--- src/rtl/axi_line_burst_ctrl.sv ---
// rtl/axi_line_burst_ctrl.sv - AXI4 burst master moving one cache line between the line buffer and memory
module axi_line_burst_ctrl #(
  parameter int AXI_DATA_WIDTH = 32,
  parameter int AXI_ADDR_WIDTH = 32,
  parameter int BLOCK_WIDTH    = 512
) (
  input  logic                        clk,
  input  logic                        arst,
  input  logic                        i_start_read,
  input  logic                        i_start_write,
  input  logic [AXI_ADDR_WIDTH-1:0]   i_addr,
  output logic                        o_done,
  output logic                        o_error,
  output logic                        o_buf_shift,
  output logic                        o_buf_read,
  output logic                        o_buf_write,
  output logic [AXI_DATA_WIDTH-1:0]   o_buf_data,
  input  logic [AXI_DATA_WIDTH-1:0]   i_buf_data,
  output logic [AXI_ADDR_WIDTH-1:0]   o_araddr,
  output logic [7:0]                  o_arlen,
  output logic [2:0]                  o_arsize,
  output logic [1:0]                  o_arburst,
  output logic                        o_arvalid,
  input  logic                        i_arready,
  input  logic [AXI_DATA_WIDTH-1:0]   i_rdata,
  input  logic [1:0]                  i_rresp,
  input  logic                        i_rlast,
  input  logic                        i_rvalid,
  output logic                        o_rready,
  output logic [AXI_ADDR_WIDTH-1:0]   o_awaddr,
  output logic [7:0]                  o_awlen,
  output logic [2:0]                  o_awsize,
  output logic [1:0]                  o_awburst,
  output logic                        o_awvalid,
  input  logic                        i_awready,
  output logic [AXI_DATA_WIDTH-1:0]   o_wdata,
  output logic [AXI_DATA_WIDTH/8-1:0] o_wstrb,
  output logic                        o_wlast,
  output logic                        o_wvalid,
  input  logic                        i_wready,
  input  logic [1:0]                  i_bresp,
  input  logic                        i_bvalid,
  output logic                        o_bready
);

  localparam int BEATS = BLOCK_WIDTH / AXI_DATA_WIDTH;
  localparam int CNT_W = (BEATS > 1) ? $clog2(BEATS) : 1;
  localparam int OFF_W = $clog2(BLOCK_WIDTH / 8);
  localparam logic [CNT_W-1:0]          LAST_BEAT = CNT_W'(BEATS - 1);
  localparam logic [7:0]                BURST_LEN = 8'(BEATS - 1);
  localparam logic [2:0]                BEAT_SIZE = 3'($clog2(AXI_DATA_WIDTH / 8));
  localparam logic [AXI_ADDR_WIDTH-1:0] ADDR_MASK = {AXI_ADDR_WIDTH{1'b1}} << OFF_W;

  typedef enum logic [2:0] {
    S_IDLE, S_AR, S_R, S_AW, S_W, S_B, S_DONE
  } state_t;

  state_t                    state, state_nxt;
  logic [CNT_W-1:0]          cnt;
  logic [AXI_ADDR_WIDTH-1:0] addr_q;
  logic                      err_q;
  logic                      buf_read_q;
  logic                      buf_write_q;
  logic                      r_hs;
  logic                      w_hs;
  logic                      last_beat;

  assign r_hs      = (state == S_R) && i_rvalid;
  assign w_hs      = (state == S_W) && i_wready;
  assign last_beat = (cnt == LAST_BEAT);

  always_ff @(posedge clk) begin
    if (arst) begin
      state <= S_IDLE;
    end else begin
      state <= state_nxt;
    end
  end

  always_ff @(posedge clk) begin
    if (arst) begin
      cnt         <= '0;
      addr_q      <= '0;
      err_q       <= 1'b0;
      buf_read_q  <= 1'b0;
      buf_write_q <= 1'b0;
    end else begin
      if (state == S_DONE) begin
        cnt <= '0;
      end else if ((r_hs || w_hs) && !last_beat) begin
        cnt <= cnt + 1'b1;
      end

      if (state == S_IDLE && state_nxt != S_IDLE) begin
        addr_q <= i_addr & ADDR_MASK;
        err_q  <= 1'b0;
      end else if (r_hs && ((i_rresp != 2'b00) || (i_rlast != last_beat))) begin
        err_q <= 1'b1;
      end else if ((state == S_B) && i_bvalid && (i_bresp != 2'b00)) begin
        err_q <= 1'b1;
      end

      // Holds cover DONE only for the transaction that just finished.
      buf_read_q  <= (state_nxt == S_AR) || (state_nxt == S_R) ||
                     ((state_nxt == S_DONE) && (state == S_R));
      buf_write_q <= (state_nxt == S_AW) || (state_nxt == S_W) || (state_nxt == S_B) ||
                     ((state_nxt == S_DONE) && (state == S_B));
    end
  end

  always_comb begin
    state_nxt = state;
    case (state)
      S_IDLE: begin
        if (i_start_write) begin
          state_nxt = S_AW;
        end else if (i_start_read) begin
          state_nxt = S_AR;
        end
      end
      S_AR:   if (i_arready) state_nxt = S_R;
      S_R:    if (r_hs && last_beat) state_nxt = S_DONE;
      S_AW:   if (i_awready) state_nxt = S_W;
      S_W:    if (w_hs && last_beat) state_nxt = S_B;
      S_B:    if (i_bvalid) state_nxt = S_DONE;
      S_DONE: state_nxt = S_IDLE;
      default: state_nxt = S_IDLE;
    endcase
  end

  always_comb begin
    o_arvalid   = 1'b0;
    o_rready    = 1'b0;
    o_awvalid   = 1'b0;
    o_wvalid    = 1'b0;
    o_wlast     = 1'b0;
    o_bready    = 1'b0;
    o_buf_shift = 1'b0;
    o_done      = 1'b0;
    o_error     = 1'b0;
    case (state)
      S_AR: o_arvalid = 1'b1;
      S_R: begin
        o_rready    = 1'b1;
        o_buf_shift = i_rvalid;
      end
      S_AW: o_awvalid = 1'b1;
      S_W: begin
        o_wvalid    = 1'b1;
        o_wlast     = last_beat;
        o_buf_shift = i_wready;
      end
      S_B: o_bready = 1'b1;
      S_DONE: begin
        o_done  = 1'b1;
        o_error = err_q;
      end
      default: ;
    endcase
  end

  assign o_buf_read  = buf_read_q;
  assign o_buf_write = buf_write_q;
  assign o_buf_data  = i_rdata;
  assign o_wdata     = i_buf_data;
  assign o_wstrb     = '1;

  assign o_araddr  = addr_q;
  assign o_arlen   = BURST_LEN;
  assign o_arsize  = BEAT_SIZE;
  assign o_arburst = 2'b01;
  assign o_awaddr  = addr_q;
  assign o_awlen   = BURST_LEN;
  assign o_awsize  = BEAT_SIZE;
  assign o_awburst = 2'b01;

endmodule

--- config.mk ---
export PLATFORM = sky130hd
export DESIGN_NAME = axi_line_burst_ctrl
export DESIGN_NICKNAME = d
export VERILOG_FILES = /design/src/rtl/axi_line_burst_ctrl.sv
export SDC_FILE = /design/constraint.sdc
export NUM_CORES = 1
export LEC_CHECK = 0
export BUFFER_PORTS_ARGS = -buffer_cell sky130_fd_sc_hd__buf_4
export CORE_AREA = 2 2 108 110
export DETAILED_ROUTE_END_ITERATION = 8
export DIE_AREA = 0 0 110 112
export SYNTH_ARGS = -nofsm -noshare
export SYNTH_HDL_FRONTEND = slang
export SYNTH_SLANG_ARGS = --single-unit
export TNS_END_PERCENT = 10
--- constraint.sdc ---
create_clock -name clk -period 4.2 [get_ports clk]
set_clock_uncertainty 0.15 [all_clocks]
set_input_delay 0.42 -clock clk [delete_from_list [all_inputs] [get_ports clk]]
set_output_delay 0.42 -clock clk [all_outputs]
set_load 0.01 [all_outputs]
Yosys cells after proc, flatten, opt, wreduce, memory -nomap -nowiden:

Index checks and enable logic that the tools add are counted.

* bits of input ports: 110
* output and inout port bits: 169
* register bits: 36
* logic and storage cells: 66

* muxes and demuxes: 19
* equality and inequality tests: 14
* add/subtract/negate cells: 1
* reduce and logical (&&, ||, !) cells: 26

Operators with widths (number)
* $mux 3: 7
* $eq 3x3->1 const B: 6
* $pmux 3 s6: 1
* $eq 3x2->1 const B: 4
* $logic_and 1x1->1: 11
* $mux 1: 10
* $logic_or 1x1->1: 7
* $eq 3x1->1 const B: 2
* $reduce_bool 2->1: 3
* $add 4x1->4 const B: 1
* $eq 4x4->1 const B: 1
* $reduce_or 2->1: 2
* $logic_not 3->1: 1
* $reduce_bool 3->1: 1
* $pmux 1 s2: 1
* $logic_not 1->1: 1
* $ne 1x1->1: 1

Depth between registers and ports, before layout:

* word-level depth: 9
* mapped depth: 6
* gate-level depth less buffers: 5

Worst setup path after synthesis:

No wires, ideal clock.

* path type: register -> register
* start: register cnt[0]
* end: register cnt[3]
* period minus slack after synthesis: 1.795 ns
* setup slack: 2.405 ns
* arrival: 1.522 ns
* path buffers: 1
* cell stages (with the launch flop): 7
* data required time: 3.927 ns
* library setup time: 0.123 ns
* path through: dfxtp_1 ha_1 and3_1 buf_2 a211oi_4 nand4_1 mux2_1

* cells in the longest elaborated chain, start to end: 3
* elaborated cells on any way between the ends: 4
* classes of those cells: add/sub (1); eq/ne (1); reduce/logical (2)

RTL lines
* start: declaration: line 59 `logic [CNT_W-1:0] cnt;`
* start signal: assignment: line 91 `cnt <= cnt + 1'b1;`
* parallel branches: the longest is 3 deep, another holds $add 4x1->4

Parallel ways; which one is timed is not known.
A chain may end at the register's enable or synchronous reset.

Worst setup path after layout:

* start: register state[2]
* end: output o_buf_shift

* cells in the longest elaborated chain, start to end: 2
* elaborated cells on any way between the ends: 3
* classes of those cells: eq/ne (2); mux (1)

RTL lines
* start: declaration: line 58 `state_t state, state_nxt;`
* start signal: assignment: line 76 `state <= state_nxt;`
* $eq 3x3->1 or $eq 3x2->1 (tied branches): line 141 `case (state)`
* $pmux 1 s2 (*): line 141
* end: declaration: line 14 `output logic o_buf_shift,`

Every way passes the cells marked *; elsewhere a longest branch is shown, timed or not.

==> key figures <==
Clock network
  – CTS max path bufs: 2
  – H-tree Lvls: 2
  – CTS tree: done
  – Clock sink count: 36
  – CTS buffer count: 5
  – Clock Pin Slew Worst Setup and Hold Paths: 0.06 ns
  – Clock root cell: clkbuf_16
  – Hold-fix buffer count after cts: 0
  – # resized after CTS: 0
  – Clk_lat worst skew: 0.28 ns
  – Setup Buffers After CTS: 0

Pwr
  – Leakage: ~1.3 nW
  – Total power: 1.12 mW
  – VDD IR max: 0.000146 V
  – P per Cell Area: about 410 nW/um^2

Setup path
  – Slowest-stage cell, CP: dfxtp_1
  – CP max FO: 18
  – Critical Path RT: 3.63 ns
  – Setup crit start kind: register
  – Slowest stage delay, CP: 0.70 ns
  – CP cell instances: nand3b_1 -> a21oi_1 -> buf_4
  – Kind of critical path: reg -> out
  – Data arrival, critical path: 1.80 ns
  – Worst Setup End Kind: primary output

Yosys
  – Mean Syn Cell Area: 8.10 um^2
  – Mapped Cells: 320
  – Main synth FF type: dfxtp_1
  – Post-synth EDFFs: 0
  – Most instantiated library cell after synthesis: buf_4
  – Async S/R FF share, synth: 0%
  – Synth Cell Area: 2590 um^2
  – Yosys top cell area share: 38.5%
  – Commonest cells post-synth: buf_4 (133), nand2_1 (53), dfxtp_1 (36)
  – Cell taking the most area after synthesis: buf_4
  – Sequential-to-total area share from yosys stat: 27.8%
  – Area contributors post-synth: buf_4 (39%), dfxtp_1 (28%), nand2_1 (7.7%)
  – Yosys cell types: 42
  – Yosys warning total: 0
  – Flops & latches, synth: 36

GRT
  – Largest net degree at the start of global routing: 35
  – Grt ovf: 0
  – Met3 GRT Util: between 3 and 4%
  – Initial antenna violation count: 0
  – Number of global-route vias before repair: 1498
  – Global-route wire length before repair: 7560 um
  – Met2 Use GR: between 10% and 20%
  – M1 GR Usage: roughly 9%
  – Grt peak-use layer: met2
  – Global Route Usage Sum: 7.89%

Routing
  – Final wirelength: 5230 um
  – Detailed Route Iter0 Violations: 76
  – Routed len/inst: 11.2 um
  – Post-DRT Antenna Nets: 0
  – First-pass DRT Iterations: 4
  – Vias per cell: 3.88
  – Via count: 1814
  – Drc violations: 0

Flow run
  – MaxCap Viol Count: 0

Placement
  – HPWL Detailed: around 4000 um
  – Placed Area: 2610 um^2
  – I/O Buffers: 102
  – Routability cong.: about 0.71

Timing
  – Final worst path period share: 56.4%
  – Setup TNS: 0 ns
  – Setup Viol. Count Final: 0
  – Max Fclk: 422 MHz
  – Tmin final: 2.37 ns
  – Slew headroom: 37.7%
  – Final hold violations: 0
  – Worst Tran Pin Value: between 0.9 and 1 ns
  – Slew Viols, Final: 0
  – RSZ-0062 raised after global routing: no

Floorplanning
  – Chip Width: 110 um
  – Die Height: 112 um
  – Floorplan Core Area: 11200 um^2
  – Starting Density: 23.2%
  – Die area: 12300 um^2
  – IO Count: approximately 280
  – Std cell rows: 39

Outcome
  – Outcome: complete, no violations

Min path
  – Worst hold path type: in -> reg

Final layout
  – Layout area overhead: 6.81%
  – Antenna cells: 0
  – Nets: 435
  – Design Area, Final: 2770 um^2
  – Share of cells above drive strength 1: 36.3%
==> through the flow <==
stage	util (%)	hold WS [ns]	cells	setup WS (ns)
final	24.8	0.245	468	1.83
after global routing	24.8	0.236	468	1.65
after CTS	24.8	0.234	468	1.84
after detailed placement	23.3	0.318	460	2.03
after global placement	23.3	0.307	460	2.11
after floorplan	-	0.337	360	2.40
==> cells by family (layout without fill, tap and decap cells) <==
family / count (synthesis) / count (layout) / share of synthesized area [%]
fa+ha+maj: 1 / 1 / 0.483
compound gates: 40 / 40 / 9.85
other cells: 2 / 42 / 0.290
mux: 4 / 4 / 1.64
flops: 36 / 36 / 27.8
simple gates: 88 / 88 / 17.1
buf+inv: 147 / 112 / 42.2
xor+xnor: 2 / 2 / 0.676
==> critical path: cells and delay by family, from the launching register on <==
kind | cells | cell delay [ns]
DFF | 1 | 0.70
AOI/OAI and AO/OA | 1 | 0.37
and+or+nand+nor | 1 | 0.26
buffers and inverters | 1 | 0.19
==> layer usage <==
layer,share of wire (%),up-vias
met1,39,800
met4,3.8,0
met2,45,125
met3,13,28
li1,-,861
met5,0,-
==> area by class of cell <==
class	instances	area, um^2
clock inverter	2	35.0
clock buffer	6	129
multi-input combinational	177	928
inverter	1	3.75
fill	1201	8410
tap	143	179
timing repair buffer	103	773
sequential	36	721
==> final timing paths <==
| check | start | end | slack, ns | cells after the start |
|---|---|---|---|---|
| hold reg to reg | o_araddr[9] | o_araddr[9] | 0.32 | 2 |
| setup / recovery | state[2] | o_buf_shift | 1.83 | 3 |
| setup reg to reg | state[0] | o_araddr[21] | 2.10 | 3 |
| hold / removal | i_addr[26] | o_araddr[26] | 0.25 | 3 |
==> cells in the final DEF (no fill, tap or decap), types with 2 or more instances in the layout <==
cell	count
buf_4	103
nand2_1	53
conb_1	42
dfxtp_1	36
a21oi_1	30
nor2_1	10
clkbuf_16	5
and2_1	4
nand3b_1	3
and3b_1	2
and3_1	2
nor2b_1	2
nand4_1	2
mux2i_1	2
==> where the power goes <==
part | internal [mW] | leakage (nW) | total (mW) | switching (mW)
Sequential | 0.378 | 0.296 | 0.416 | 0.0377
Clock | 0.279 | 0.0808 | 0.413 | 0.134
Combinational | 0.143 | 0.959 | 0.294 | 0.151
==> registers in the layout, summed over array words and instances, names as in the netlist <==
signal	flops
state	3
o_buf_write	1
o_araddr	26
err_q	1
cnt	4
o_buf_read	1
(Power assumes the default switching activity.)
